[src/rtl/synth_cfg_tx_if.sv]
// synth_cfg_tx_if: command push port and synth config bus of synth_cfg_tx
interface synth_cfg_tx_if;
  logic        in_valid;
  logic        in_ready;
  logic [2:0]  in_addr;
  logic [15:0] in_data;
  logic [1:0]  in_be;
  logic [7:0]  cfg_data;
  logic [2:0]  cfg_addr;
  logic        cfg_addr0;
  logic        cfg_strobe;
  logic        busy;
  modport master (
    output in_valid, in_addr, in_data, in_be,
    input  in_ready, cfg_data, cfg_addr, cfg_addr0, cfg_strobe, busy
  );
  modport slave (
    input  in_valid, in_addr, in_data, in_be,
    output in_ready, cfg_data, cfg_addr, cfg_addr0, cfg_strobe, busy
  );
endinterface

[src/rtl/synth_cfg_tx.sv]
// synth_cfg_tx: queues 16-bit config writes and sends them bytewise on a strobed 8-bit bus.
// Define SYNTH_CFG_TX_SHADOW_EN to skip bytes that match the last value already sent.
module synth_cfg_tx #(
  parameter int STROBE_HIGH_CYCLES = 4,
  parameter int STROBE_LOW_CYCLES  = 4,
  parameter int FIFO_LOG2_DEPTH    = 2
) (
  input logic clk,
  input logic reset,
  synth_cfg_tx_if.slave bus
);
  localparam int D = 1 << FIFO_LOG2_DEPTH;
  typedef enum logic [2:0] {IDLE, LOAD, SETUP, HIGH, LOW} state_t;
  state_t state;
  logic [20:0] mem [D];
  logic [FIFO_LOG2_DEPTH-1:0] wr_ptr, rd_ptr;
  logic [FIFO_LOG2_DEPTH:0] count;
  logic full, empty, push, pop;
  logic [2:0] cmd_addr;
  logic [15:0] cmd_data;
  logic [1:0] cmd_be, eff_be;
  logic hi_pending;
  logic [3:0] cnt;
  logic [7:0] cfg_data;
  logic [2:0] cfg_addr;
  logic cfg_addr0, cfg_strobe;
  assign full = count == (FIFO_LOG2_DEPTH+1)'(D);
  assign empty = count == '0;
  assign push = bus.in_valid && !full;
  assign pop = state == IDLE && !empty;
  assign bus.in_ready = !full;
  assign bus.busy = state != IDLE || !empty;
  assign bus.cfg_data = cfg_data;
  assign bus.cfg_addr = cfg_addr;
  assign bus.cfg_addr0 = cfg_addr0;
  assign bus.cfg_strobe = cfg_strobe;
`ifdef SYNTH_CFG_TX_SHADOW_EN
  logic [15:0] shadow [8];
  assign eff_be = {cmd_be[1] && cmd_data[15:8] != shadow[cmd_addr][15:8],
                   cmd_be[0] && cmd_data[7:0] != shadow[cmd_addr][7:0]};
  always_ff @(posedge clk)
    if (reset)
      for (int i = 0; i < 8; i++) shadow[i] <= '0;
    else if (state == SETUP && cfg_addr0)
      shadow[cfg_addr][15:8] <= cfg_data;
    else if (state == SETUP)
      shadow[cfg_addr][7:0] <= cfg_data;
`else
  assign eff_be = cmd_be;
`endif
  always_ff @(posedge clk)
    if (push) mem[wr_ptr] <= {bus.in_addr, bus.in_data, bus.in_be};
  always_ff @(posedge clk)
    if (reset) begin
      wr_ptr <= '0;
      rd_ptr <= '0;
      count <= '0;
    end else begin
      if (push) wr_ptr <= wr_ptr + FIFO_LOG2_DEPTH'(1);
      if (pop) rd_ptr <= rd_ptr + FIFO_LOG2_DEPTH'(1);
      count <= count + (FIFO_LOG2_DEPTH+1)'(push) - (FIFO_LOG2_DEPTH+1)'(pop);
    end
  always_ff @(posedge clk)
    if (reset) begin
      state <= IDLE;
      cmd_addr <= '0;
      cmd_data <= '0;
      cmd_be <= '0;
      hi_pending <= 1'b0;
      cnt <= '0;
      cfg_data <= '0;
      cfg_addr <= '0;
      cfg_addr0 <= 1'b0;
      cfg_strobe <= 1'b0;
    end else
      case (state)
        IDLE:
          if (!empty) begin
            {cmd_addr, cmd_data, cmd_be} <= mem[rd_ptr];
            state <= LOAD;
          end
        LOAD:
          if (eff_be == 2'b00) state <= IDLE;
          else begin
            cfg_addr <= cmd_addr;
            cfg_addr0 <= !eff_be[0];
            cfg_data <= eff_be[0] ? cmd_data[7:0] : cmd_data[15:8];
            hi_pending <= &eff_be;
            state <= SETUP;
          end
        SETUP: begin
          cfg_strobe <= 1'b1;
          cnt <= 4'(STROBE_HIGH_CYCLES - 1);
          state <= HIGH;
        end
        HIGH:
          if (cnt != '0) cnt <= cnt - 4'd1;
          else begin
            cfg_strobe <= 1'b0;
            cnt <= 4'(STROBE_LOW_CYCLES - 1);
            state <= LOW;
          end
        LOW:
          if (cnt != '0) cnt <= cnt - 4'd1;
          else if (hi_pending) begin
            cfg_addr0 <= 1'b1;
            cfg_data <= cmd_data[15:8];
            hi_pending <= 1'b0;
            state <= SETUP;
          end else state <= IDLE;
        default: state <= IDLE;
      endcase
endmodule

[src/flat_wrapper.sv]
// flat-port wrapper written by rule: the top's interface ports become plain ports
module synth_cfg_tx_flat 
#(
  parameter int STROBE_HIGH_CYCLES = 4,
  parameter int STROBE_LOW_CYCLES  = 4,
  parameter int FIFO_LOG2_DEPTH    = 2
)
  (clk, reset, bus_in_valid, bus_in_addr, bus_in_data, bus_in_be, bus_in_ready, bus_cfg_data, bus_cfg_addr, bus_cfg_addr0, bus_cfg_strobe, bus_busy);
  synth_cfg_tx_if bus_i ();
  input logic clk;
  input logic reset;
  input wire logic [$bits(bus_i.in_valid)-1:0] bus_in_valid;
  input wire logic [$bits(bus_i.in_addr)-1:0] bus_in_addr;
  input wire logic [$bits(bus_i.in_data)-1:0] bus_in_data;
  input wire logic [$bits(bus_i.in_be)-1:0] bus_in_be;
  output wire logic [$bits(bus_i.in_ready)-1:0] bus_in_ready;
  output wire logic [$bits(bus_i.cfg_data)-1:0] bus_cfg_data;
  output wire logic [$bits(bus_i.cfg_addr)-1:0] bus_cfg_addr;
  output wire logic [$bits(bus_i.cfg_addr0)-1:0] bus_cfg_addr0;
  output wire logic [$bits(bus_i.cfg_strobe)-1:0] bus_cfg_strobe;
  output wire logic [$bits(bus_i.busy)-1:0] bus_busy;
  assign bus_i.in_valid = bus_in_valid;
  assign bus_i.in_addr = bus_in_addr;
  assign bus_i.in_data = bus_in_data;
  assign bus_i.in_be = bus_in_be;
  assign bus_in_ready = bus_i.in_ready;
  assign bus_cfg_data = bus_i.cfg_data;
  assign bus_cfg_addr = bus_i.cfg_addr;
  assign bus_cfg_addr0 = bus_i.cfg_addr0;
  assign bus_cfg_strobe = bus_i.cfg_strobe;
  assign bus_busy = bus_i.busy;
  synth_cfg_tx #(.STROBE_HIGH_CYCLES(STROBE_HIGH_CYCLES), .STROBE_LOW_CYCLES(STROBE_LOW_CYCLES), .FIFO_LOG2_DEPTH(FIFO_LOG2_DEPTH)) u_core (.clk(clk), .reset(reset), .bus(bus_i));
endmodule
[config.mk]
export PLATFORM = sky130hd
export DESIGN_NAME = synth_cfg_tx_flat
export DESIGN_NICKNAME = d
export VERILOG_FILES = /design/src/rtl/synth_cfg_tx_if.sv /design/src/rtl/synth_cfg_tx.sv /design/src/flat_wrapper.sv
export SDC_FILE = /design/constraint.sdc
export NUM_CORES = 1
export LEC_CHECK = 0
export ABC_CLOCK_PERIOD_IN_PS = 2600
export CORE_MARGIN = 1.5
export CORE_UTILIZATION = 50
export DETAILED_ROUTE_END_ITERATION = 8
export PLACE_DENSITY = 0.7
export SYNTH_ARGS = -nofsm -noshare
export SYNTH_HDL_FRONTEND = slang
export SYNTH_SLANG_ARGS = --single-unit
export TNS_END_PERCENT = 100
[constraint.sdc]
create_clock -name clk -period 2.6 [get_ports clk]
set_input_delay 0.39 -clock clk [delete_from_list [all_inputs] [get_ports clk]]
set_output_delay 0.39 -clock clk [all_outputs]
set_load 0.03 [all_outputs]
==> results.yml, run 1 <==
outcome:
  status: "finished clean"
yosys:
  async_flop_share_pct: 0
  synthFlopType: "edfxtp_1"
  syn_nets: 400
  synth_seq_cells: 133
  synth.distinct_cells: 43
  synthCells: 367
  synth_edf_count: 84
  postSynthAreaPerCell_um2: 14.2
  syn-cell-area_um2: 5220
  seq_area_frac_synth_pct: 67.2
  yosys_warnings: 0
place:
  place_area_um2: 5790
  io_buffers: 38
  place_hpwl_um: 6140
  gp_congestion: 0.762
clock_network:
  cts_hold_buf: 0
  cts_root_buf: "clkbuf_8"
  clock_latency_ns: 0.51
  post_cts_buffers: 0
  numCtsBuffers: 17
  cts_resized: 0
  clock_path_buffers: 2
  path_clk_slew_ns: 0.06
  ctsHtreeMaxLevel: 4
  clkSinkCount: 133
  cts_tree: "done"
timing:
  worst_pin_slew_ns: 0.659
  slew_violations: 0
  rsz0062_at_grt: "false"
  max_freq_mhz: 411
  hold_viol: 0
  relSlewSlack_pct: 55.7
  period_share_pct: 93.6
  finalSetupViolCount: 0
  min_period_ns: 2.43
  timing.setup.tns_ns: 0
  skew_ns: 0.00855
grt:
  met2_usage_pct: 31.3
  met3_usage_pct: 5.55
  antenna_found_initial: 0
  grt_pass1_vias: 3125
  gr-total-overflow: 0
  busiest_layer: "met2"
  met1_usage_pct: 22.6
  grt_max_degree: 25
  track_usage_pct: 18.8
  grt_first_pass_wirelength_um: 15400
die:
  die_area_um2: 11100
  boundaryPins: 39
  dieWidth_um: 105
  core_um2: 10200
  initial_core_util_pct: 51.0
  placementRows: 37
  die_y_um: 105
detailed_routing:
  vias: 3053
  ant_nets: 0
  routedWlPerCell_um: 17.1
  wl_um: 9690
  avgViaCountPerCell: 5.38
  dr.pass1.iters: 4
  drt_iter0_drc: 179
  drc: 0
final_layout:
  multi_input_area_um2: 1570
  fill_cells: 777
  antenna_cells: 0
  fin_nets: 452
  fin_area_um2: 6360
  drive_gt1_share_pct: 16.2
  regArea_um2: 3500
  area_growth_pct: 21.9
worst_setup_path:
  arrival_ns: 2.04
  end_kind: "primary output"
  cp-start-kind: "flop"
  slowest_delay_ns: 0.68
  worst_ep_required_time_ns: 2.21
  critPathKind: "flop to primary output"
  crit_path_cell_trace: "nor3_1, buf_4, nand2_1, clkdlybuf4s50_1"
  critPathMaxFanout: 11
  cp_slowest_cell: "clkdlybuf4s50_1"
pwr:
  vdd_ir_drop_max_mv: 0.441
  leakage_uw: 0.00217
  power_density_nw_per_um2: 1110
run:
  cap_violations: 0
min_path:
  hp-class: "flop to flop"
registers in the layout, indices dropped and copies added, names as in the netlist:
name and cells:
u_core.bus.cfg_data 8, u_core.state 3, u_core.cmd_addr 3, u_core.bus.cfg_strobe 1, u_core.hi_pending 1, u_core.count 3, u_core.cnt 4, u_core.rd_ptr 2
u_core.cmd_be 2, u_core.mem 84, u_core.wr_ptr 2, u_core.bus.cfg_addr0 1, u_core.cmd_data 16, u_core.bus.cfg_addr 3
power by group:
| group | internal, uW | switching [uW] |
|---|---|---|
| Sequential | 2650 | 235 |
| Clock | 1430 | 821 |
| Combinational | 854 | 1080 |
| Total | 4940 | 2140 |
layout make-up:
cell class	instances	area share [%]
clock buffer	23	7.34
clock inverter	9	1.61
inverter	11	0.650
multi-input combinational	204	24.8
sequential	133	55.1
tap	136	2.68
timing repair buffer	52	7.83
cell usage in the layout, fill, tap and decap left out, drive strengths merged, types with 4 or more instances in the layout:
master,count
edfxtp,84
nand2,55
dfxtp,49
clkdlybuf4s50,38
a21oi,27
clkbuf,23
nor2,22
mux4,21
buf,14
inv,11
mux2i,9
nand3,8
ha,8
a311oi,7
nand2b,6
nor3,6
o21ai,6
clkinv,5
and2,4
xnor2,4
Yosys cell counts (2+ instances only):
| cell type | instances | area share (%) |
|---|---|---|
| mux4_2 | 21 | 9.1 |
| and2_1 | 4 | 0.48 |
| xnor2_1 | 4 | 0.67 |
| buf_4 | 2 | 0.29 |
| ha_1 | 8 | 1.9 |
| dfxtp_1 | 49 | 19 |
| nand2b_1 | 6 | 0.72 |
| clkbuf_1 | 9 | 0.65 |
| nor2_1 | 22 | 1.6 |
| nand3_1 | 8 | 0.77 |
| a21oi_1 | 25 | 2.4 |
| a21oi_2 | 2 | 0.34 |
| nor2b_1 | 3 | 0.36 |
| nand2_1 | 55 | 4.0 |
| mux2i_1 | 9 | 1.7 |
| edfxtp_1 | 84 | 48 |
| buf_2 | 6 | 0.58 |
| inv_1 | 11 | 0.79 |
| o21ai_0 | 5 | 0.48 |
| nor3_1 | 5 | 0.48 |
| a311oi_1 | 7 | 1.2 |
logic make-up after synthesis:
family / after synthesis / synth area share (%)
mux: 30 / 10.8
xor+xnor: 5 / 0.839
buf+inv: 30 / 2.66
simple gates: 111 / 9.67
flops: 133 / 67.2
fa+ha+maj: 9 / 2.30
compound gates: 49 / 6.57
routing by layer:
| metal | vias to the layer above | part of all wire, % |
|---|---|---|
| li1 | 1456 | - |
| met1 | 1502 | 42 |
| met2 | 77 | 51 |
| met3 | 18 | 4.9 |
| met4 | 0 | 2.6 |
| met5 | - | 0 |
per-stage QoR:
stage	std cells	setup WS [ns]	power (uW)	hold WS [ns]	util (%)
6_report	568	0.168	7080	0.459	62.1
5_1_grt	568	0.0668	7460	0.476	62.1
4_1_cts	568	0.166	7140	0.459	62.1
3_5_place_dp	536	0.338	4870	0.451	56.6
3_3_place_gp	536	0.416	4810	0.447	56.6
2_1_floorplan	367	0.220	4280	0.434	-
worst max-delay path, delay by kind of cell (launching register included):
kind / cells / cell delay, ns
AND/OR/NAND/NOR: 2 / 0.20
buffers and inverters: 2 / 0.83
flip-flops: 1 / 0.51
final timing paths:
check	cells after the start	startpoint	slack, ns	to
setup / recovery	4	u_core.state[0]	0.17	bus_busy
setup reg to reg	10	u_core.count[1]	0.33	u_core.count[2]
hold / removal	2	u_core.cmd_addr[1]	0.46	u_core.cmd_addr[1]
hold reg to reg	2	u_core.cmd_addr[1]	0.46	u_core.cmd_addr[1]
(Power assumes the default switching activity.)
==> run 2: changes to the inputs <==
CTS_CLUSTER_DIAMETER = 150   (was not set)
==> results of run 2 <==
The final DEF is identical to that of run 1; final timing and power are the same.
==> run 3: changes to the inputs <==
CTS_BUF_LIST = sky130_fd_sc_hd__clkbuf_4   (was not set)
==> run 3 against run 2 <==
Net effect: utilization fell by 3.0 points; worst setup slack got worse by 0.0084 ns; combinational power barely moved; largest cell class unchanged; first-iteration DRC count fell by 12%; highest routed layer unchanged.
==> results.yml, run 3 (same netlist as run 1, synthesis figures left out) <==
outcome:
  status: "finished clean"
place:
  gp_congestion: 0.762
  place_hpwl_um: 6140
  io_buffers: 38
worst_setup_path:
  arrival_ns: 2.05
  critPathKind: "flop to primary output"
  cp-start-kind: "flop"
  reg2reg_depth: 10
  timing.rr.start: "u_core.count[1]"
  critPathMaxFanout: 11
  r2r_slack_ns: 0.32
  worst_ep_required_time_ns: 2.21
  r2r-end: "u_core.count[2]"
  end_kind: "primary output"
grt:
  grt_pass1_vias: 3038
  track_usage_pct: 18.0
  antenna_found_initial: 0
  grt_first_pass_wirelength_um: 14900
  gr-total-overflow: 0
  grt_max_degree: 25
detailed_routing:
  drt_iter0_drc: 157
  routedWlPerCell_um: 16.4
  wl_um: 9330
  drc: 0
  avgViaCountPerCell: 5.35
  dr.pass1.iters: 4
  vias: 3040
  ant_nets: 0
timing:
  rsz0062_at_grt: "false"
  slew_violations: 0
  timing.setup.tns_ns: 0
  worst_pin_slew_ns: 0.659
  min_period_ns: 2.44
  period_share_pct: 93.9
  max_freq_mhz: 410
  skew_ns: 0.0272
  fin_hold_ws_ns: 0.465
  hold_viol: 0
  relSlewSlack_pct: 55.7
  finalSetupViolCount: 0
clock_network:
  path_clk_slew_ns: 0.10
  clkSinkCount: 133
  cts_hold_buf: 0
  post_cts_buffers: 0
  cts_tree: "done"
  numCtsBuffers: 17
  clock_latency_ns: 0.50
  cts_resized: 0
  ctsHtreeMaxLevel: 4
  clock_path_buffers: 2
  cts_root_buf: "clkbuf_4"
die:
  boundaryPins: 39
  dieWidth_um: 105
  die_y_um: 105
  core_um2: 10200
  placementRows: 37
  initial_core_util_pct: 51.0
  die_area_um2: 11100
min_path:
  hold_path_depth: 2
  hold_start: "u_core.cmd_data[9]"
  hp-class: "flop to flop"
  holdPathEnd: "u_core.cmd_data[9]"
final_layout:
  antenna_cells: 0
  reg.largest.list: "u_core.mem x84, u_core.cmd_data x16, u_core.bus.cfg_data x8"
  mostFrequentLayoutCells: "edfxtp_1 (84), nand2_1 (55), dfxtp_1 (49)"
  drive_gt1_share_pct: 16.2
  fin_nets: 452
  area_growth_pct: 16.0
  final_common_cell: "edfxtp_1"
  largest_reg_flops: 84
  postLayoutCoreUtil_pct: 59.1
  regMostFlops: "u_core.mem"
pwr:
  power_density_nw_per_um2: 1010
  leakage_uw: 0.00203
  vdd_ir_drop_max_mv: 0.386
run:
  cap_violations: 0
-- run 3: cell count changes in the layout (fill, tap and decap cells not counted), sizes merged --
cell,previous run,this run
clkbuf,23,20
clkinv,5,8
-- run 3: cell type report --
cell class	count	area, um^2
fillers	822	4180
flip-flops and latches	133	3500
multi-input cells	204	1570
repair buffers	52	498
well taps	136	170
clock buffers	20	150
clock inverters	12	114
inverters	11	41.3
-- run 3: stage by stage --
step | instance area (um^2) | power, uW | std cells | worst slack (ns)
finish | 6050 | 6090 | 568 | 0.159
global route | 6050 | 6460 | 568 | 0.0364
CTS | 6050 | 6150 | 568 | 0.150
detailed placement | 5790 | 4870 | 536 | 0.338
global placement | 5790 | 4810 | 536 | 0.416
floorplan | 5220 | 4280 | 367 | 0.220
-- run 3: where the power goes --
part,internal [uW],total (uW),switching [uW]
logic,855,1930,1070
clock network,586,1280,697
registers,2640,2880,236
total,4090,6090,2010
-- run 3: worst max-delay path, stage by stage (launching register included) --
cell and delay [ns]:
dfxtp_1 0.53, nor3_1 0.11, buf_4 0.16, nand2_1 0.09, clkdlybuf4s50_1 0.68
-- run 3: per-layer routing --
metal / vias up / global-route usage (%) / share of wire (%)
met5: - / 0 / 0
met4: 0 / 6.75 / 1.4
met3: 13 / 5.05 / 3.5
met2: 58 / 30.9 / 51
met1: 1507 / 21.6 / 44
li1: 1462 / - / -
-- run 3: worst max path at each step --
stage / slack, ns / cells past startpoint / end / startpoint
floorplan: 0.22 / 11 / u_core.count[2] / u_core.count[1]
global placement: 0.42 / 10 / u_core.count[2] / u_core.count[1]
detailed placement: 0.34 / 10 / u_core.count[2] / u_core.count[1]
CTS: 0.15 / 4 / bus_busy / u_core.state[0]
global route: 0.04 / 4 / bus_busy / u_core.state[2]
finish: 0.16 / 4 / bus_busy / u_core.state[0]
